**config.mk**
```make
export PLATFORM = sky130hd
export DESIGN_NAME = alu_op_issue
export DESIGN_NICKNAME = d
export VERILOG_FILES = /design/src/rtl/alu_op_issue.sv
export SDC_FILE = /design/constraint.sdc
export NUM_CORES = 1
export LEC_CHECK = 0
export CORE_UTILIZATION = 34
export CTS_CLUSTER_SIZE = 24
export DETAILED_ROUTE_END_ITERATION = 16
export PLACE_DENSITY = 0.75
export SETUP_SLACK_MARGIN = 0.2
export SYNTH_ARGS = -nofsm -noshare
export SYNTH_HDL_FRONTEND = slang
export SYNTH_SLANG_ARGS = --single-unit
```
**constraint.sdc**
```tcl
create_clock -name clk -period 2.4 [get_ports clk]
set_input_delay 0.6 -clock clk [delete_from_list [all_inputs] [get_ports clk]]
set_output_delay 0.6 -clock clk [all_outputs]
set_load 0.02 [all_outputs]
```
**src/rtl/alu_op_issue.sv**
```systemverilog
// ALU operand/control issue slot: decodes an RV32I instruction into an ALU
// control code plus A/B operands and holds them in a one-entry EX slot that
// uses a valid/ready handshake.
module alu_op_issue #(
  parameter int unsigned XLEN = 32
) (
  input  logic            clk,
  input  logic            rst,
  input  logic            in_valid,
  output logic            in_ready,
  input  logic [31:0]     inst,
  input  logic [XLEN-1:0] pc,
  input  logic [XLEN-1:0] rs1_data,
  input  logic [XLEN-1:0] rs2_data,
  input  logic            flush,
  output logic            out_valid,
  input  logic            out_ready,
  output logic [XLEN-1:0] alu_a,
  output logic [XLEN-1:0] alu_b,
  output logic [3:0]      alu_ctrl,
  output logic            illegal
);

  localparam logic [3:0] AluNop  = 4'h0;
  localparam logic [3:0] AluAdd  = 4'h1;
  localparam logic [3:0] AluSub  = 4'h2;
  localparam logic [3:0] AluAnd  = 4'h3;
  localparam logic [3:0] AluOr   = 4'h4;
  localparam logic [3:0] AluXor  = 4'h5;
  localparam logic [3:0] AluSll  = 4'h6;
  localparam logic [3:0] AluSrl  = 4'h7;
  localparam logic [3:0] AluSlt  = 4'h8;
  localparam logic [3:0] AluSltu = 4'h9;
  localparam logic [3:0] AluSra  = 4'hA;
  localparam logic [3:0] AluAp4  = 4'hB;
  localparam logic [3:0] AluBout = 4'hC;

  localparam logic [6:0] OpcReg    = 7'b0110011;
  localparam logic [6:0] OpcImm    = 7'b0010011;
  localparam logic [6:0] OpcLui    = 7'b0110111;
  localparam logic [6:0] OpcAuipc  = 7'b0010111;
  localparam logic [6:0] OpcJal    = 7'b1101111;
  localparam logic [6:0] OpcJalr   = 7'b1100111;
  localparam logic [6:0] OpcLoad   = 7'b0000011;
  localparam logic [6:0] OpcStore  = 7'b0100011;
  localparam logic [6:0] OpcBranch = 7'b1100011;

  localparam logic [6:0] F7Base = 7'b0000000;
  localparam logic [6:0] F7Alt  = 7'b0100000;

  logic [6:0] opcode;
  logic [2:0] funct3;
  logic [6:0] funct7;

  logic [XLEN-1:0] imm_i;
  logic [XLEN-1:0] imm_s;
  logic [XLEN-1:0] imm_u;
  logic [XLEN-1:0] shamt;
  logic [11:0]     imm_s12;
  logic [31:0]     imm_u32;

  logic [XLEN-1:0] dec_a;
  logic [XLEN-1:0] dec_b;
  logic [3:0]      dec_ctrl;
  logic            dec_ill;

  logic            valid_q;
  logic            ill_q;
  logic [XLEN-1:0] a_q;
  logic [XLEN-1:0] b_q;
  logic [3:0]      ctrl_q;

  logic capture;
  logic consume;

  assign opcode  = inst[6:0];
  assign funct3  = inst[14:12];
  assign funct7  = inst[31:25];
  assign imm_s12 = {inst[31:25], inst[11:7]};
  assign imm_u32 = {inst[31:12], 12'b0};

  // Size casts of signed values sign-extend to XLEN.
  assign imm_i = XLEN'(signed'(inst[31:20]));
  assign imm_s = XLEN'(signed'(imm_s12));
  assign imm_u = XLEN'(signed'(imm_u32));
  assign shamt = XLEN'(inst[24:20]);

  // Pure instruction decode into operands, control code and illegal flag.
  always_comb begin
    dec_a    = '0;
    dec_b    = '0;
    dec_ctrl = AluNop;
    dec_ill  = 1'b0;
    case (opcode)
      OpcReg: begin
        dec_a = rs1_data;
        dec_b = rs2_data;
        if (funct7 == F7Base) begin
          case (funct3)
            3'b000:  dec_ctrl = AluAdd;
            3'b001:  dec_ctrl = AluSll;
            3'b010:  dec_ctrl = AluSlt;
            3'b011:  dec_ctrl = AluSltu;
            3'b100:  dec_ctrl = AluXor;
            3'b101:  dec_ctrl = AluSrl;
            3'b110:  dec_ctrl = AluOr;
            default: dec_ctrl = AluAnd;
          endcase
        end else if (funct7 == F7Alt && funct3 == 3'b000) begin
          dec_ctrl = AluSub;
        end else if (funct7 == F7Alt && funct3 == 3'b101) begin
          dec_ctrl = AluSra;
        end else begin
          dec_ill = 1'b1;
        end
      end
      OpcImm: begin
        dec_a = rs1_data;
        dec_b = imm_i;
        case (funct3)
          3'b000: dec_ctrl = AluAdd;
          3'b001: begin
            // Shift-immediates carry only the 5-bit shamt as operand B.
            dec_b = shamt;
            if (funct7 == F7Base) dec_ctrl = AluSll;
            else                  dec_ill  = 1'b1;
          end
          3'b010: dec_ctrl = AluSlt;
          3'b011: dec_ctrl = AluSltu;
          3'b100: dec_ctrl = AluXor;
          3'b101: begin
            dec_b = shamt;
            if (funct7 == F7Base)     dec_ctrl = AluSrl;
            else if (funct7 == F7Alt) dec_ctrl = AluSra;
            else                      dec_ill  = 1'b1;
          end
          3'b110:  dec_ctrl = AluOr;
          default: dec_ctrl = AluAnd;
        endcase
      end
      OpcLui: begin
        dec_b    = imm_u;
        dec_ctrl = AluBout;
      end
      OpcAuipc: begin
        dec_a    = pc;
        dec_b    = imm_u;
        dec_ctrl = AluAdd;
      end
      OpcJal, OpcJalr: begin
        dec_a    = pc;
        dec_ctrl = AluAp4;
      end
      OpcLoad: begin
        dec_a    = rs1_data;
        dec_b    = imm_i;
        dec_ctrl = AluAdd;
      end
      OpcStore: begin
        dec_a    = rs1_data;
        dec_b    = imm_s;
        dec_ctrl = AluAdd;
      end
      OpcBranch: begin
        dec_a = rs1_data;
        dec_b = rs2_data;
        case (funct3)
          3'b000, 3'b001: dec_ctrl = AluSub;
          3'b100, 3'b101: dec_ctrl = AluSlt;
          3'b110, 3'b111: dec_ctrl = AluSltu;
          default:        dec_ill  = 1'b1;
        endcase
      end
      default: dec_ill = 1'b1;
    endcase
    // Illegal entries present all-zero operands and a NOP code.
    if (dec_ill) begin
      dec_a    = '0;
      dec_b    = '0;
      dec_ctrl = AluNop;
    end
  end

  assign in_ready = ~valid_q | out_ready;
  assign capture  = in_valid & in_ready;
  assign consume  = valid_q & out_ready;

  // Slot register: flush beats capture, capture beats a plain consume.
  always_ff @(posedge clk or posedge rst) begin
    if (rst) begin
      valid_q <= 1'b0;
      ill_q   <= 1'b0;
      a_q     <= '0;
      b_q     <= '0;
      ctrl_q  <= AluNop;
    end else if (flush) begin
      valid_q <= 1'b0;
      ill_q   <= 1'b0;
    end else if (capture) begin
      valid_q <= 1'b1;
      ill_q   <= dec_ill;
      a_q     <= dec_a;
      b_q     <= dec_b;
      ctrl_q  <= dec_ctrl;
    end else if (consume) begin
      valid_q <= 1'b0;
      ill_q   <= 1'b0;
    end
  end

  assign out_valid = valid_q;
  assign illegal   = ill_q;
  assign alu_a     = a_q;
  assign alu_b     = b_q;
  assign alu_ctrl  = ctrl_q;

endmodule

```
* Yosys cells after proc, flatten, opt, wreduce, memory -nomap -nowiden
Cells that the tools add are included.
** Storage, ports and cells
- Register bits :: 70
- Word-level logic and storage cells :: 75
** Operators by class
- Equal/unequal tests :: 17
- Muxes and demuxes :: 30
- Bitwise gates (word level) :: 5
- Reductions and logical operators :: 18
** Operator list (count)
- case mux 32 bit (5 select lines) :: 1
- two-way mux 32 bit :: 3
- case mux 32 bit (2 select lines) :: 1
- case mux 4 bit (7 select lines) :: 2
- == test 7 x 6 -> 1 bit (second input constant) :: 4
- two-way mux 4 bit :: 6
- case mux 4 bit (6 select lines) :: 1
- == test 7 bit (second input constant) :: 3
- == test 7 x 5 -> 1 bit (second input constant) :: 2
- OR reduction 2 bit :: 7
- == test 3 bit (second input constant) :: 4
- two-way mux 1 bit :: 12
- case mux 4 bit (3 select lines) :: 1
- OR reduction 6 bit :: 2
- == test 7 x 2 -> 1 bit (second input constant) :: 1
- zero test 7 bit :: 1
- == test 3 x 2 -> 1 bit (second input constant) :: 2
- OR reduction 3 bit :: 2
- OR reduction 5 bit :: 1
- case mux 1 bit (4 select lines) :: 1
- == test 3 x 1 -> 1 bit (second input constant) :: 1
- zero test 3 bit :: 1
- two-way mux 3 bit :: 1
- nonzero test 3 bit :: 1
- 6 further kinds :: 9

* Depth between registers and ports, before layout
Gate-level depths: netlist (run 1).
- Depth after elaboration :: 8
- Mapped depth :: 8
- Mapped depth without buffers :: 5

* Least setup slack after synthesis (run 1)
OpenSTA, ideal clock, no wires.
- Path type :: input-to-reg
- From :: in inst[4]
- To :: reg a_q[0], in the netlist alu_a[0]
- Setup time :: 0.128 ns
- Arrival time :: 1.849 ns
- Data required time :: 2.272 ns
- Slack :: 0.423 ns
- Cell stages on the path :: 7
- Buffers on the path :: 2
- Cells stage by stage :: buf_2 > nor3b_1 > and3_1 > a211oi_2 > a21oi_2 > buf_2 > nor3_1
** On the way
- Cells in the longest elaborated chain, start to end :: 4
- Elaborated cells between the ends (all ways) :: 15
- Classes of those cells :: eq/ne (9); mux (3); reduce/logical (3)
** RTL lines
- start: declaration :: RTL line 11 : input logic [31:0] inst,
- == test 7 x 6 -> 1 bit, or another cell as far along :: RTL line 94 : case (opcode)
- OR reduction 6 bit (no source line), or another cell as far along
- case mux 1 bit (4 select lines) or case mux 32 bit (2 select lines) (tied branches) :: RTL line 94
- two-way mux 32 bit * :: RTL line 177 : if (dec_ill) begin
- end signal: assignment :: RTL line 193 : a_q <= '0;
- end signal: assignment :: RTL line 202 : a_q <= dec_a;
- end: declaration :: RTL line 69 : logic [XLEN-1:0] a_q;
Mark *: on every way between the ends. The rest lies on a longest branch, timed or not.
A chain may end at the register's enable or synchronous reset.

* Final worst setup path (run 1)
- From :: in out_ready
- To :: out in_ready
** On the way
- Cells in the longest elaborated chain, start to end :: 1
** RTL lines
- start: declaration :: RTL line 17 : input logic out_ready,
- OR 1 bit :: RTL line 184 : assign in_ready = ~valid_q | out_ready;
- end: declaration :: RTL line 10 : output logic in_ready,
Every way passes these cells.

==> metrics.json, run 1 <==
{
  "logic_synthesis": {
    "postSynth.topFlopCell": "sky130_fd_sc_hd__dfrtp_1",
    "syn_inst": 406,
    "synth_cell_types": 47,
    "synthesized_nets": 539,
    "synth.ff_latch_count": 70,
    "edff_count_synth": 0,
    "synth.yosys.warnings": 0,
    "synthesis.area_um2": 3660,
    "synth_area_per_cell_um2": 9.02,
    "synthArstFlopShare_pct": 100,
    "synth.yosys.seq_area_share_pct": 47.8
  },
  "drt": {
    "drtIter0Drc": 315,
    "routed_wirelength_um": 14900,
    "drc_violations": 0,
    "postRouteAntennaNets": 0,
    "drt_pre_antenna_iters": 5,
    "avgRoutedWirePerCell_um": 18.6,
    "dr_total_vias": 4458,
    "routed_via_density": 5.54
  },
  "power": {
    "power.leakage_uw": 0.00281,
    "irDropWorstVdd_v": 0.000392,
    "pwr_density_cell_nw_per_um2": 457
  },
  "clock_tree": {
    "tritoncts.num_buffers": 9,
    "cts-root-buf": "sky130_fd_sc_hd__clkbuf_8",
    "cts_max_level": 3,
    "tritoncts": "done",
    "cts_buffer_depth": 2,
    "clock_latency_ps": 360,
    "clkTransAtPathRegs_ps": 70,
    "tritoncts_num_sinks": 70
  },
  "place": {
    "dp.final_hpwl_um": 10600,
    "port_buffers": 203,
    "placed_cells_incl_taps": 774,
    "dp_worst_setup_slack_ps": -277,
    "gp_congestion": 0.934,
    "detailed_place.area_um2": 6330
  },
  "worst_hold_path": {
    "hold_path.class": "register to register"
  },
  "setup_path": {
    "crit_path_end_kind": "primary output",
    "worst_ep_required_time_ps": 1800,
    "critPathKind": "input pin to primary output",
    "cp-start-kind": "input pin",
    "timing.critical_path.arrival_ps": 1540,
    "critPathMaxFanout": 2
  },
  "sta": {
    "layout_min_cycle_time_ps": 2140,
    "max_slew_margin_pct": 74.1,
    "setup_ws_ps": 255,
    "final_max_tran_viols": 0,
    "clock.fmax_mhz": 466,
    "final.setup_skew_ps": 14.5,
    "rsz0062_at_grt": "false",
    "hold-worst-slack_ps": 487,
    "tightest_slew_ps": 389,
    "hold_viol_final": 0,
    "setup_total_negative_slack_ps": 0,
    "finalCritPeriodShare_pct": 89.4,
    "setup_viol": 0
  },
  "global_route": {
    "first_pass_grt_wire_length_um": 22600,
    "gr-total-overflow": 0,
    "grt_pass1_vias": 4468,
    "track_usage_pct": 26.1,
    "initial_antenna_violation_count": 1,
    "largest_net_degree_at_the_start_of_global_routing": 71
  },
  "final_layout": {
    "final_layout_size_suffix_gt1_share_pct": 18.0,
    "finish.cell_count_without_fillers": 804,
    "leading_cell_type_in_the_layout_fill_and_taps_excluded": "sky130_fd_sc_hd__clkdlybuf4s50_1",
    "net_count_final": 795,
    "filler_cell_count": 857,
    "layout.cell_area.non_filler_um2": 6830,
    "syn2layout_area_growth_pct": 86.4,
    "most-common-layout-cells": "sky130_fd_sc_hd__clkdlybuf4s50_1, sky130_fd_sc_hd__dfrtp_1, sky130_fd_sc_hd__buf_4"
  },
  "floorplan": {
    "floorplan.die.width_um": 106,
    "io_pins": 204,
    "core-area_um2": 10400,
    "floorplan.die.height_um": 106,
    "die_area_um2": 11200,
    "floorplan.initialDensity_pct": 35.3,
    "num_rows": 37
  },
  "run_status": {
    "outcome": "complete, no violations"
  },
  "job": {
    "cap_viol_max_count": 0
  }
}
[layer usage]
metal  GRT usage [%]  up-vias  part of all wire, %
met4            10.5        0                  2.9
met3            8.04       33                  9.7
met5               0        -                    0
li1                -     2043                    -
met2            44.0      239                   49
met1            30.8     2143                   38
[power breakdown]
group,internal (uW),total (uW),switching [uW]
combinational,489,888,399
clock,478,929,450
sequential,1260,1300,45.9
total,2220,3120,895
[metrics by stage]
step                power [uW]  util (%)
global placement          2170      61.1
global route              3260      65.9
detailed placement        2180      61.1
floorplan                 1640         -
finish                    3120      65.9
CTS                       3120      63.3
[worst paths after layout]
path | slack (ps) | start | cells past startpoint | to
setup / recovery | 260 | out_ready | 3 | in_ready
min in group asynchronous | 700 | rst | 3 | alu_a[25]
max in group asynchronous | 1400 | rst | 3 | alu_b[31]
setup reg to reg | 690 | out_valid | 6 | alu_a[1]
hold / removal | 490 | alu_ctrl[2] | 2 | alu_ctrl[2]
hold reg to reg | 490 | alu_ctrl[2] | 2 | alu_ctrl[2]
[kinds of logic (layout without fill, tap and decap cells)]
family	Yosys count	in the layout	synth area share, %
buffers and inverters	46	307	5.19
XOR/XNOR	2	2	0.478
AND/OR/NAND/NOR	148	148	19.3
flip-flops	70	70	47.8
AO/OA/AOI/OAI	140	140	27.3
other	0	1	0
[cells in the mapped netlist (all sizes together), types with 3 or more instances]
library cell	count	area [um2]
a211oi	5	42.5
a22oi	11	82.6
inv	8	30.0
a21oi	15	78.8
o21ai	38	190
a31oi	3	18.8
nor3	35	175
nand3	3	15.0
nor2b	6	37.5
nand2	40	150
clkbuf	23	86.3
nor2	47	176
a221oi	52	455
nor3b	3	32.5
dfrtp	70	1750
buf	15	73.8
[layout make-up]
type	count	area (um2)	area share [%]
clock inverter	4	47.5	0.696
inverter	8	33.8	0.495
timing repair buffer	283	2840	41.6
clock buffer	12	135	1.98
tap	136	170	2.49
sequential	70	1750	25.6
antenna	1	2.50	0.0366
multi-input combinational	290	1850	27.0
[registers in the layout (all words and copies together), names as in the netlist]
| name | count |
|---|---|
| illegal | 1 |
| out_valid | 1 |
| alu_a | 32 |
| alu_ctrl | 4 |
| alu_b | 32 |
[worst max-delay path, cell delays in order]
cell                              delay, ps
sky130_fd_sc_hd__clkdlybuf4s50_1        460
sky130_fd_sc_hd__nand2b_1               170
sky130_fd_sc_hd__clkdlybuf4s15_1        320
[what timing repair did]
item                                    4_1_cts  5_1_grt
endpoints found under the setup margin       65       67
hold buffers                                  0        0
cloned                                        0        4
setup buffers                                 2        7
gates resized for setup                      11       32
pin swaps                                     3        5
(Power assumes the default switching activity.)
==> run 2: changes to the inputs <==
Settings changed: CORE_UTILIZATION 34 to 35, PLACE_DENSITY 0.75 to 0.77.
==> run 2 against run 1 <==
Die area is 2.8% lower. Largest cell class unchanged. Via count is 2.0% lower. Sequential share of layout area is 0.51 points higher. Non-clock buffer count is 15 lower. Largest power group unchanged. Worst setup slack worse by 53 ps. Critical path depth is 4 higher. Routed wire length is 2.7% lower. Critical endpoint is now alu_a[17]. Critical path type is now input pin to register.
==> metrics.json, run 2 (same netlist as run 1, synthesis figures left out) <==
{
  "power": {
    "share_clk_of_total_power": {"value": 27.2, "unit": "%", "change": "was 29.8%"},
    "power.leakage": {"value": 0.00270, "unit": "uW", "change": "was 0.00281 uW"},
    "irDropWorstVdd": {"value": 0.000215, "unit": "V", "change": "was 0.000392 V"},
    "net_switching_power_of_the_design": {"value": 892, "unit": "uW", "change": "was 895 uW"},
    "internal_power": {"value": 2100, "unit": "uW", "change": "was 2220 uW"},
    "fraction_of_power_spent_switching_nets": {"value": 29.8, "unit": "%", "change": "was 28.7%"},
    "share_comb_of_total_power": {"value": 29.4, "unit": "%", "change": "was 28.5%"},
    "power_consumption": {"value": 2990, "unit": "uW", "change": "was 3120 uW"},
    "seq_power_share": {"value": 43.3, "unit": "%", "change": "was 41.8%"},
    "pwr_density_cell": {"value": 447, "unit": "nW/um2", "change": "was 457 nW/um2"}
  },
  "floorplan": {
    "core-area": {"value": 9950, "unit": "um2", "change": "was 10,400 um2"},
    "die_area": {"value": 10900, "unit": "um2", "change": "was 11,200 um2"},
    "floorplan.initialDensity": {"value": 36.8, "unit": "%", "change": "was 35.3%"},
    "io_pins": {"value": 204, "change": "unchanged"},
    "floorplan.die.width": {"value": 104, "unit": "um", "change": "was 106 um"},
    "floorplan.die.height": {"value": 104, "unit": "um", "change": "was 106 um"},
    "num_rows": {"value": 36, "change": "was 37"}
  },
  "sta": {
    "rsz0062_at_grt": {"value": "true", "change": "was false"},
    "finalCritPeriodShare": {"value": 91.6, "unit": "%", "change": "was 89.4%"},
    "final.setup_skew": {"value": 9.99, "unit": "ps", "change": "was 14.5 ps"},
    "clock.fmax": {"value": 455, "unit": "MHz", "change": "was 466 MHz"},
    "setup_viol": {"value": 0, "change": "unchanged"},
    "final_max_tran_viols": {"value": 0, "change": "unchanged"},
    "hold-worst-slack": {"value": 491, "unit": "ps", "change": "was 487 ps"},
    "hold_viol_final": {"value": 0, "change": "unchanged"},
    "max_slew_margin": {"value": 75.5, "unit": "%", "change": "was 74.1%"},
    "tightest_slew": {"value": 368, "unit": "ps", "change": "was 389 ps"},
    "layout_min_cycle_time": {"value": 2200, "unit": "ps", "change": "was 2140 ps"}
  },
  "setup_path": {
    "timing.critical_path.arrival": {"value": 2410, "unit": "ps", "change": "was 1540 ps"},
    "cpMaxStageDelayCell": {"value": "sky130_fd_sc_hd__clkdlybuf4s50_1", "change": "unchanged"},
    "path_buf_inv": {"value": 3, "change": "was 2"},
    "crit_path_end_kind": {"value": "register", "change": "was primary output"},
    "critPathMaxFanout": {"value": 16, "change": "was 2"},
    "critPathKind": {"value": "input pin to register", "change": "was input pin to primary output"},
    "cp_cell_sequence": {"value": "clkdlybuf4s50_1 -> buf_6 -> o2111ai_2 -> a211o_4 -> a21oi_4 -> clkbuf_16 -> nor3_1", "change": "was clkdlybuf4s50_1 -> nand2b_1 -> clkdlybuf4s15_1"},
    "cp-start-kind": {"value": "input pin", "change": "unchanged"},
    "timing.critical_path.max_delay_family": {"value": "buffers and inverters", "change": "unchanged"},
    "worst_ep_required_time": {"value": 2610, "unit": "ps", "change": "was 1800 ps"},
    "max_stage_delay": {"value": 520, "unit": "ps", "change": "was 460 ps"},
    "timing.reg2reg.setup_slack": {"value": 740, "unit": "ps", "change": "was 690 ps"}
  },
  "drt": {
    "dr_total_vias": {"value": 4368, "change": "was 4,458"},
    "routed_wirelength": {"value": 14500, "unit": "um", "change": "was 14,900 um"},
    "drt_pre_antenna_iters": {"value": 5, "change": "unchanged"},
    "postRouteAntennaNets": {"value": 0, "change": "unchanged"},
    "avgRoutedWirePerCell": {"value": 18.5, "unit": "um", "change": "was 18.6 um"},
    "drtIter0Drc": {"value": 281, "change": "was 315"},
    "drc_violations": {"value": 0, "change": "unchanged"},
    "routed_via_density": {"value": 5.56, "change": "was 5.54"}
  },
  "place": {
    "port_buffers": {"value": 203, "change": "unchanged"},
    "dp.final_hpwl": {"value": 10200, "unit": "um", "change": "was 10,600 um"},
    "gp_congestion": {"value": 0.913, "change": "was 0.934"}
  },
  "global_route": {
    "initial_antenna_violation_count": {"value": 1, "change": "unchanged"},
    "track_usage": {"value": 25.9, "unit": "%", "change": "was 26.1%"},
    "largest_net_degree_at_the_start_of_global_routing": {"value": 71, "change": "unchanged"},
    "grt_pass1_vias": {"value": 4309, "change": "was 4,468"},
    "first_pass_grt_wire_length": {"value": 22200, "unit": "um", "change": "was 22,600 um"},
    "gr-total-overflow": {"value": 0, "change": "unchanged"}
  },
  "clock_tree": {
    "cts-root-buf": {"value": "sky130_fd_sc_hd__clkbuf_8", "change": "unchanged"},
    "clkTransAtPathRegs": {"value": 70, "unit": "ps", "change": "about the same"},
    "tritoncts_num_sinks": {"value": 70, "change": "unchanged"},
    "tritoncts": {"value": "done", "change": "unchanged"},
    "clock_latency": {"value": 340, "unit": "ps", "change": "was 360 ps"},
    "tritoncts.num_buffers": {"value": 9, "change": "unchanged"},
    "cts_buffer_depth": {"value": 2, "change": "unchanged"},
    "cts_max_level": {"value": 3, "change": "unchanged"}
  },
  "final_layout": {
    "most-common-layout-cells": {"value": "sky130_fd_sc_hd__clkdlybuf4s50_1, sky130_fd_sc_hd__dfrtp_1, sky130_fd_sc_hd__a221oi_1", "change": "was sky130_fd_sc_hd__clkdlybuf4s50_1, sky130_fd_sc_hd__dfrtp_1, sky130_fd_sc_hd__buf_4"},
    "net_count_final": {"value": 780, "change": "was 795"},
    "final_layout_size_suffix_gt1_share": {"value": 17.4, "unit": "%", "change": "was 18.0%"},
    "leading_cell_type_in_the_layout_fill_and_taps_excluded": {"value": "sky130_fd_sc_hd__clkdlybuf4s50_1", "change": "unchanged"},
    "syn2layout_area_growth": {"value": 82.8, "unit": "%", "change": "was 86.4%"}
  },
  "run_status": {
    "outcome": {"value": "complete, no violations", "change": "unchanged"}
  },
  "worst_hold_path": {
    "hold_path.class": {"value": "register to register", "change": "unchanged"}
  },
  "job": {
    "cap_viol_max_count": {"value": 0, "change": "unchanged"}
  }
}
## run 2: cell count changes in the layout (fill, tap and decap cells not counted), moves of 3 or more
cell and change:
sky130_fd_sc_hd__dlygate4sd2_1 +6, sky130_fd_sc_hd__nor3_1 -4, sky130_fd_sc_hd__dlymetal6s2s_1 -6, sky130_fd_sc_hd__buf_4 -13, sky130_fd_sc_hd__nor3_2 +4, sky130_fd_sc_hd__nor2b_2 -3
## run 2: what timing repair did
action,in CTS,in global routing
pin swaps,2,11
hold buffers,0,0
endpoints found under the setup margin,37,66
endpoints found under the hold margin,0,0
setup buffers,3,2
gates cloned,2,2
gates resized for setup,13,31
## run 2: tightest hold or removal path, delay by kind of cell (launching register included)
family,cells,cell delay [ps]
compound gates,1,60
simple gates,1,50
flops,1,350
## run 2: through the flow
stage          setup WS [ps]  util [%]  area (um2)  setup TNS (ps)  std cells
2_1_floorplan            423         -        3670               0        406
3_3_place_gp            -313      62.8        6250           -9630        760
3_5_place_dp            -308      62.8        6250          -12130        760
4_1_cts                  191      65.3        6500               0        780
5_1_grt                  168      67.3        6700               0        785
6_report                 202      67.3        6700               0        785
## run 2: power by group through the flow
stage | Sequential [uW] | Combinational [uW] | Clock, uW
floorplan | 1420 | 222 | 0
global placement | 1320 | 832 | 0
detailed placement | 1320 | 844 | 0
CTS | 1300 | 847 | 827
global route | 1310 | 936 | 874
finish | 1300 | 880 | 815
## run 2: area by class of cell
class / count / area (um2)
clock buffer: 10 / 128
antenna: 1 / 2.50
clock inverter: 5 / 27.5
sequential: 70 / 1750
multi-input combinational: 290 / 1880
fill: 791 / 3260
inverter: 8 / 33.8
timing repair buffer: 268 / 2710
tap: 133 / 166
## run 2: final timing paths
kind                            startpoint   endpoint  cells past startpoint
worst max register to register   out_valid  alu_b[10]                      7
worst min register to register   alu_b[19]  alu_b[19]                      2
worst max-delay path              inst[30]  alu_a[17]                      7
worst min-delay path             alu_b[19]  alu_b[19]                      2
min in group asynchronous              rst  alu_b[12]                      3
max in group asynchronous              rst  alu_a[10]                      3
## run 2: per-layer routing
layer / share of wire [%] / track usage, % / vias up
met2: 48 / 43.3 / 245
met1: 39 / 29.6 / 2070
met4: 3.9 / 12.3 / 0
met3: 9.2 / 8.58 / 39
met5: 0 / 0 / -
li1: - / - / 2014
